**src/rtl/arm_pkg.sv**
```systemverilog
// ---------------------------------------------------------------------------
// arm_pkg
// Shared definitions for the register-specified shift sequencer:
//   - shifter type codes as carried in shift_operand[6:5] (LSL/LSR/ASR/ROR)
//   - sequencer state encoding
//   - 6-bit remaining-count type (holds 0..32)
// ---------------------------------------------------------------------------
package arm_pkg;

    localparam logic [1:0] SH_LSL = 2'b00;
    localparam logic [1:0] SH_LSR = 2'b01;
    localparam logic [1:0] SH_ASR = 2'b10;
    localparam logic [1:0] SH_ROR = 2'b11;

    typedef enum logic [1:0] {
        ST_IDLE  = 2'd0,
        ST_SHIFT = 2'd1,
        ST_DONE  = 2'd2
    } state_t;

    typedef logic [5:0] rem_t;

endpackage

```
**src/rtl/shift_step.sv**
```systemverilog
// ---------------------------------------------------------------------------
// shift_step
// Combinational single-step shifter used by reg_shift_sequencer. Shifts the
// working value by k bits (k = 0 passes the value through) and reports the
// last bit shifted out.
// Ports:
//   val_i   [31:0]  working value
//   typ_i   [1:0]   shift type (SH_LSL/SH_LSR/SH_ASR/SH_ROR)
//   k_i     rem_t   bits to shift this step, 0..32
//   val_o   [31:0]  shifted value
//   carry_o         last bit shifted out (0 when k_i = 0)
// ---------------------------------------------------------------------------
module shift_step
    import arm_pkg::*;
(
    input  logic [31:0] val_i,
    input  logic [1:0]  typ_i,
    input  rem_t        k_i,
    output logic [31:0] val_o,
    output logic        carry_o
);

    // Bit positions of the last bit leaving the word: 32-k for left shifts,
    // k-1 for right shifts/rotates. Only meaningful for k in 1..32.
    logic [4:0] lsl_idx;
    logic [4:0] rsh_idx;

    assign lsl_idx = 5'(6'd32 - k_i);
    assign rsh_idx = 5'(k_i - 6'd1);

    always_comb begin
        val_o   = val_i;
        carry_o = 1'b0;
        if (k_i != '0) begin
            case (typ_i)
                SH_LSL: begin
                    val_o   = val_i << k_i;
                    carry_o = val_i[lsl_idx];
                end
                SH_LSR: begin
                    val_o   = val_i >> k_i;
                    carry_o = val_i[rsh_idx];
                end
                SH_ASR: begin
                    val_o   = $signed(val_i) >>> k_i;
                    carry_o = val_i[rsh_idx];
                end
                default: begin
                    val_o   = (val_i >> k_i) | (val_i << (6'd32 - k_i));
                    carry_o = val_i[rsh_idx];
                end
            endcase
        end
    end

endmodule

```
**src/rtl/reg_shift_sequencer.sv**
```systemverilog
// ---------------------------------------------------------------------------
// reg_shift_sequencer
// Multi-cycle controller for register-specified shifts (shift amount from
// Rs[7:0]). Shifts STEP bits per cycle, stalls the pipeline while running and
// returns the shifted operand plus the shifter carry-out.
//
// Optional feature macro: SHIFT_CARRY_EN
//   defined     - carry_out is the ARM shifter carry
//   not defined - carry_out tied 0, carry_in unused; val_2 and timing unchanged
//
// Parameter:
//   STEP          bits shifted per SHIFT cycle (power of two, 1..32)
// Ports:
//   clk           rising-edge clock
//   rst           synchronous active-low reset
//   start         request, sampled only in IDLE or DONE
//   flush         abort current operation (priority over start)
//   rm    [31:0]  value to shift
//   rs    [31:0]  shift register, only rs[7:0] used
//   shift [1:0]   00 LSL, 01 LSR, 10 ASR, 11 ROR
//   carry_in      current C flag
//   busy          high in SHIFT
//   stall         freeze IF/ID/EXE pipeline registers
//   done          one-cycle pulse, result valid
//   val_2 [31:0]  shifted operand, held until the next completion
//   carry_out     shifter carry, held with val_2
// ---------------------------------------------------------------------------
module reg_shift_sequencer
    import arm_pkg::*;
#(
    parameter int STEP = 4
) (
    input  logic        clk,
    input  logic        rst,
    input  logic        start,
    input  logic        flush,
    input  logic [31:0] rm,
    input  logic [31:0] rs,
    input  logic [1:0]  shift,
    input  logic        carry_in,
    output logic        busy,
    output logic        stall,
    output logic        done,
    output logic [31:0] val_2,
    output logic        carry_out
);

    localparam rem_t STEP_R = rem_t'(STEP);

    state_t      state_q, state_d;
    logic [1:0]  typ_q, typ_d;
    logic [31:0] wv_q, wv_d;
    rem_t        rem_q, rem_d;
    logic        over_q, over_d;
    logic [31:0] val2_q, val2_d;

    logic [7:0]  amt;
    rem_t        eff;
    logic        over_new;
    logic        ror_zero;
    logic        accept;
    rem_t        k;
    rem_t        rem_left;
    logic        force_zero;
    logic [31:0] step_val;
    logic        step_carry;

    assign amt = rs[7:0];

    // Effective amount: LSL/LSR/ASR saturate at 32 (over flags anything
    // larger); ROR only uses amt[4:0], with a non-zero multiple of 32 acting
    // as a zero-length rotate whose carry is rm[31].
    always_comb begin
        eff      = '0;
        over_new = 1'b0;
        ror_zero = 1'b0;
        if (shift == SH_ROR) begin
            eff      = {1'b0, amt[4:0]};
            ror_zero = (amt != 8'd0) && (amt[4:0] == 5'd0);
        end else if (amt > 8'd32) begin
            eff      = 6'd32;
            over_new = 1'b1;
        end else begin
            eff = amt[5:0];
        end
    end

    assign accept     = start && ((state_q == ST_IDLE) || (state_q == ST_DONE));
    assign k          = (rem_q < STEP_R) ? rem_q : STEP_R;
    assign rem_left   = rem_q - k;
    assign force_zero = over_q && (typ_q != SH_ASR);

    shift_step u_step (
        .val_i   (wv_q),
        .typ_i   (typ_q),
        .k_i     (k),
        .val_o   (step_val),
        .carry_o (step_carry)
    );

`ifdef SHIFT_CARRY_EN
    logic cy_q, cy_d;
`endif

    always_comb begin
        state_d = state_q;
        typ_d   = typ_q;
        wv_d    = wv_q;
        rem_d   = rem_q;
        over_d  = over_q;
        val2_d  = val2_q;
`ifdef SHIFT_CARRY_EN
        cy_d    = cy_q;
`endif
        case (state_q)
            ST_SHIFT: begin
                wv_d  = step_val;
                rem_d = rem_left;
                // The final step's carry is the last bit out of the whole shift.
                if (rem_left == '0) begin
                    state_d = ST_DONE;
                    val2_d  = force_zero ? 32'h0 : step_val;
`ifdef SHIFT_CARRY_EN
                    cy_d    = force_zero ? 1'b0 : step_carry;
`endif
                end
            end
            default: begin
                state_d = ST_IDLE;
                if (accept) begin
                    typ_d  = shift;
                    wv_d   = rm;
                    rem_d  = eff;
                    over_d = over_new;
                    if (eff == '0) begin
                        state_d = ST_DONE;
                        val2_d  = rm;
`ifdef SHIFT_CARRY_EN
                        cy_d    = ror_zero ? rm[31] : carry_in;
`endif
                    end else begin
                        state_d = ST_SHIFT;
                    end
                end
            end
        endcase
        // Abort: no result is published, the last completed one is kept.
        if (flush) begin
            state_d = ST_IDLE;
            val2_d  = val2_q;
`ifdef SHIFT_CARRY_EN
            cy_d    = cy_q;
`endif
        end
    end

    always_ff @(posedge clk) begin
        if (!rst) begin
            state_q <= ST_IDLE;
            val2_q  <= 32'h0;
`ifdef SHIFT_CARRY_EN
            cy_q    <= 1'b0;
`endif
        end else begin
            state_q <= state_d;
            val2_q  <= val2_d;
`ifdef SHIFT_CARRY_EN
            cy_q    <= cy_d;
`endif
        end
    end

    // Working registers are always reloaded on an accepted start.
    always_ff @(posedge clk) begin
        typ_q  <= typ_d;
        wv_q   <= wv_d;
        rem_q  <= rem_d;
        over_q <= over_d;
    end

    assign busy  = (state_q == ST_SHIFT);
    assign done  = (state_q == ST_DONE);
    assign stall = busy | (accept & (eff != '0));
    assign val_2 = val2_q;

`ifdef SHIFT_CARRY_EN
    assign carry_out = cy_q;
    logic unused_rs;
    assign unused_rs = ^rs[31:8];
`else
    assign carry_out = 1'b0;
    logic unused_carry;
    assign unused_carry = ^{rs[31:8], carry_in, step_carry, ror_zero};
`endif

endmodule

```
**config.mk**
```make
export PLATFORM = sky130hd
export DESIGN_NAME = reg_shift_sequencer
export DESIGN_NICKNAME = d
export VERILOG_FILES = /design/src/rtl/arm_pkg.sv /design/src/rtl/shift_step.sv /design/src/rtl/reg_shift_sequencer.sv
export SDC_FILE = /design/constraint.sdc
export NUM_CORES = 1
export LEC_CHECK = 0
export BUFFER_PORTS_ARGS = -buffer_cell sky130_fd_sc_hd__buf_2
export CAP_MARGIN = 25
export CORE_AREA = 2 2 144 286
export DETAILED_ROUTE_END_ITERATION = 8
export DIE_AREA = 0 0 146 288
export PLACE_DENSITY = 0.44
export SYNTH_ARGS = -nofsm -noshare
export SYNTH_HDL_FRONTEND = slang
export SYNTH_HIERARCHICAL = 1
export SYNTH_SLANG_ARGS = --single-unit
```
**constraint.sdc**
```tcl
create_clock -name clk -period 7.7 [get_ports clk]
set_input_delay 0.385 -clock clk [delete_from_list [all_inputs] [get_ports clk]]
set_output_delay 0.385 -clock clk [all_outputs]
set_load 0.005 [all_outputs]
```
==> flow_summary.yaml <==
route:
  wl_per_cell_um: 35.2
  num_vias: 12051
  drt-total-wl_mm: 64.7
  antenna_left: 0
  dr.pass1.iters: 5
  drcViolationCount: 0
  via_per_inst: 6.57
  first_iter_violations: 1248
placement:
  placed_cell_area_um2: 12000
  dpl_worst_slack_ns: 2.43
  gp_congestion: 1.08
  io_buffers: 80
  place_hpwl_mm: 47.5
die:
  start_util_pct: 28.8
  fp-row-count: 104
  pin_count: 107
  dieArea_um2: 42000
  die_h_um: 288
  fp.dieW_um: 146
  core_area_um2: 40100
run_status:
  violations: "max-slew violations"
  status: "finished, violations left"
power:
  powerDensity_nw_per_um2: 154
  vdd_drop_max_v: 0.000192
  p_total_mw: 1.90
  leakage_nw: 4.21
setup_path:
  worst_path_most_repeated_cell: "o21ai_0"
  path_cells: "or3_1 > nor2_1 > and2_4 > inv_1 > ha_1 > xor2_2 > mux4_2 > mux2_4 > o21ai_0 > o21ai_0 > a21oi_1 > a22oi_1 > a211oi_2"
  r2r_slack_ns: 2.38
  critPathLaunchType: "flip-flop"
  cp.required_ns: 7.98
  slowest_delay_ns: 0.81
  cp-end-kind: "flip-flop"
  critPathKind: "flip-flop to flip-flop"
  crit_fanout: 35
  cp.arrival_ns: 5.60
  slowest_stage: "xor2_2"
clocking:
  clk_pin_slew_ns: 0.07
  cts_buffers: 9
  clockRootBuffer: "clkbuf_16"
  insertion_delay_ns: 0.36
  clk_path_buf_depth: 2
  postCtsResizedCells: 0
  ctsHoldBuffers: 0
  cts_tree: "built"
  clock-sinks: 75
  htreeDepth: 3
  post_cts_buffers: 0
sta:
  clock.fmax_ghz: 0.188
  setup_tns_ns: 0
  finalHoldViolations: 0
  worst_hold_slack_ns: 0.219
  fin_crit_ns: 5.32
  layout_setup_ws_ns: 2.38
  slew_headroom_pct: -5.25
  worst_pin_slew_ns: 1.57
  setup_viol: 0
  rsz0062_at_grt: "no"
  fin_crit_sh_pct: 69.1
  report.final.slew_viol_count: 11
  finClkSkew_ns: 0.00819
yosys:
  syn_area_um2: 11600
  postSynthAreaPerCell_um2: 8.71
  ys.warnings.count: 6
  synth_cells: 1327
grt:
  antenna_found_initial: 0
  use_met2_pct: 55.0
  busiest_layer: "met2"
  grt_pass1_wl_mm: 90.9
  use_met3_pct: 3.39
  overflow: 0
  grt_pass1_vias: 11871
  grt_use_total_pct: 30.2
  grt_start_max_net_pins: 83
  met1_usage_pct: 30.3
run:
  max_cap_viol_count: 0
final_layout:
  drive_above_1_share_pct: 24.8
  mostFrequentLayoutCells: "185 x nand2_1, 90 x mux2i_1, 85 x nor2_1"
  nFillCells: 4390
  areaGrowthSynthToFinish_pct: 6.68
  final_nets: 1373
  layout_commonest_cell: "nand2_1"
  num_antenna_cells: 0
  final_area_um2: 12300
hold_path:
  min_path_type: "input pin to flip-flop"
## per-stage QoR
step                      instances  utilization (%)
after floorplan                1334                -
after global placement         1814             29.9
after detailed placement       1814             29.9
after CTS                      1830             30.6
after global routing           1835             30.8
final                          1835             30.8
## worst max-delay path: cells and delay by family (launching register included)
kind                       cells  cell delay [ns]
xor gates and xnor gates       1             0.81
muxes                          2             0.83
adders and majority gates      1             0.32
buffers and inverters          1             0.23
and+or+nand+nor                3             1.23
DFF                            1             0.49
AOI/OAI and AO/OA              5             1.28
## worst paths after layout
kind	depth (start not counted)	from	end
worst max-delay path	13	rem_q[3]	val_2[14]
worst min-delay path	1	shift[0]	typ_q[0]
worst max register to register	13	rem_q[3]	val_2[14]
worst min register to register	2	val_2[21]	val_2[21]
## flip-flops by register name (all words and copies together) (netlist names)
signal / flops
over_q: 1
rem_q: 6
state_q: 2
typ_q: 2
val_2: 32
wv_q: 32
## cell type report
cell class / instances / area, µm² / share of cell area, %
inverter: 12 / 45.0 / 0.365
clock buffer: 10 / 250 / 2.03
timing repair buffer: 125 / 758 / 6.15
tap: 530 / 663 / 5.38
clock inverter: 6 / 52.6 / 0.426
sequential: 75 / 1910 / 15.5
multi-input combinational: 1077 / 8650 / 70.1
## power by group
group          leakage [nW]  internal, mW  switching (mW)
combinational          3.38         0.322           0.598
clock                 0.153         0.245           0.193
sequential            0.680         0.451          0.0872
## per-layer routing
layer  vias up  wire length (µm)
met1      5905             20700
met4         0              6970
li1       5151                 -
met3       242              3850
met5         -                 0
met2       753             33100
(Power assumes the default switching activity.)
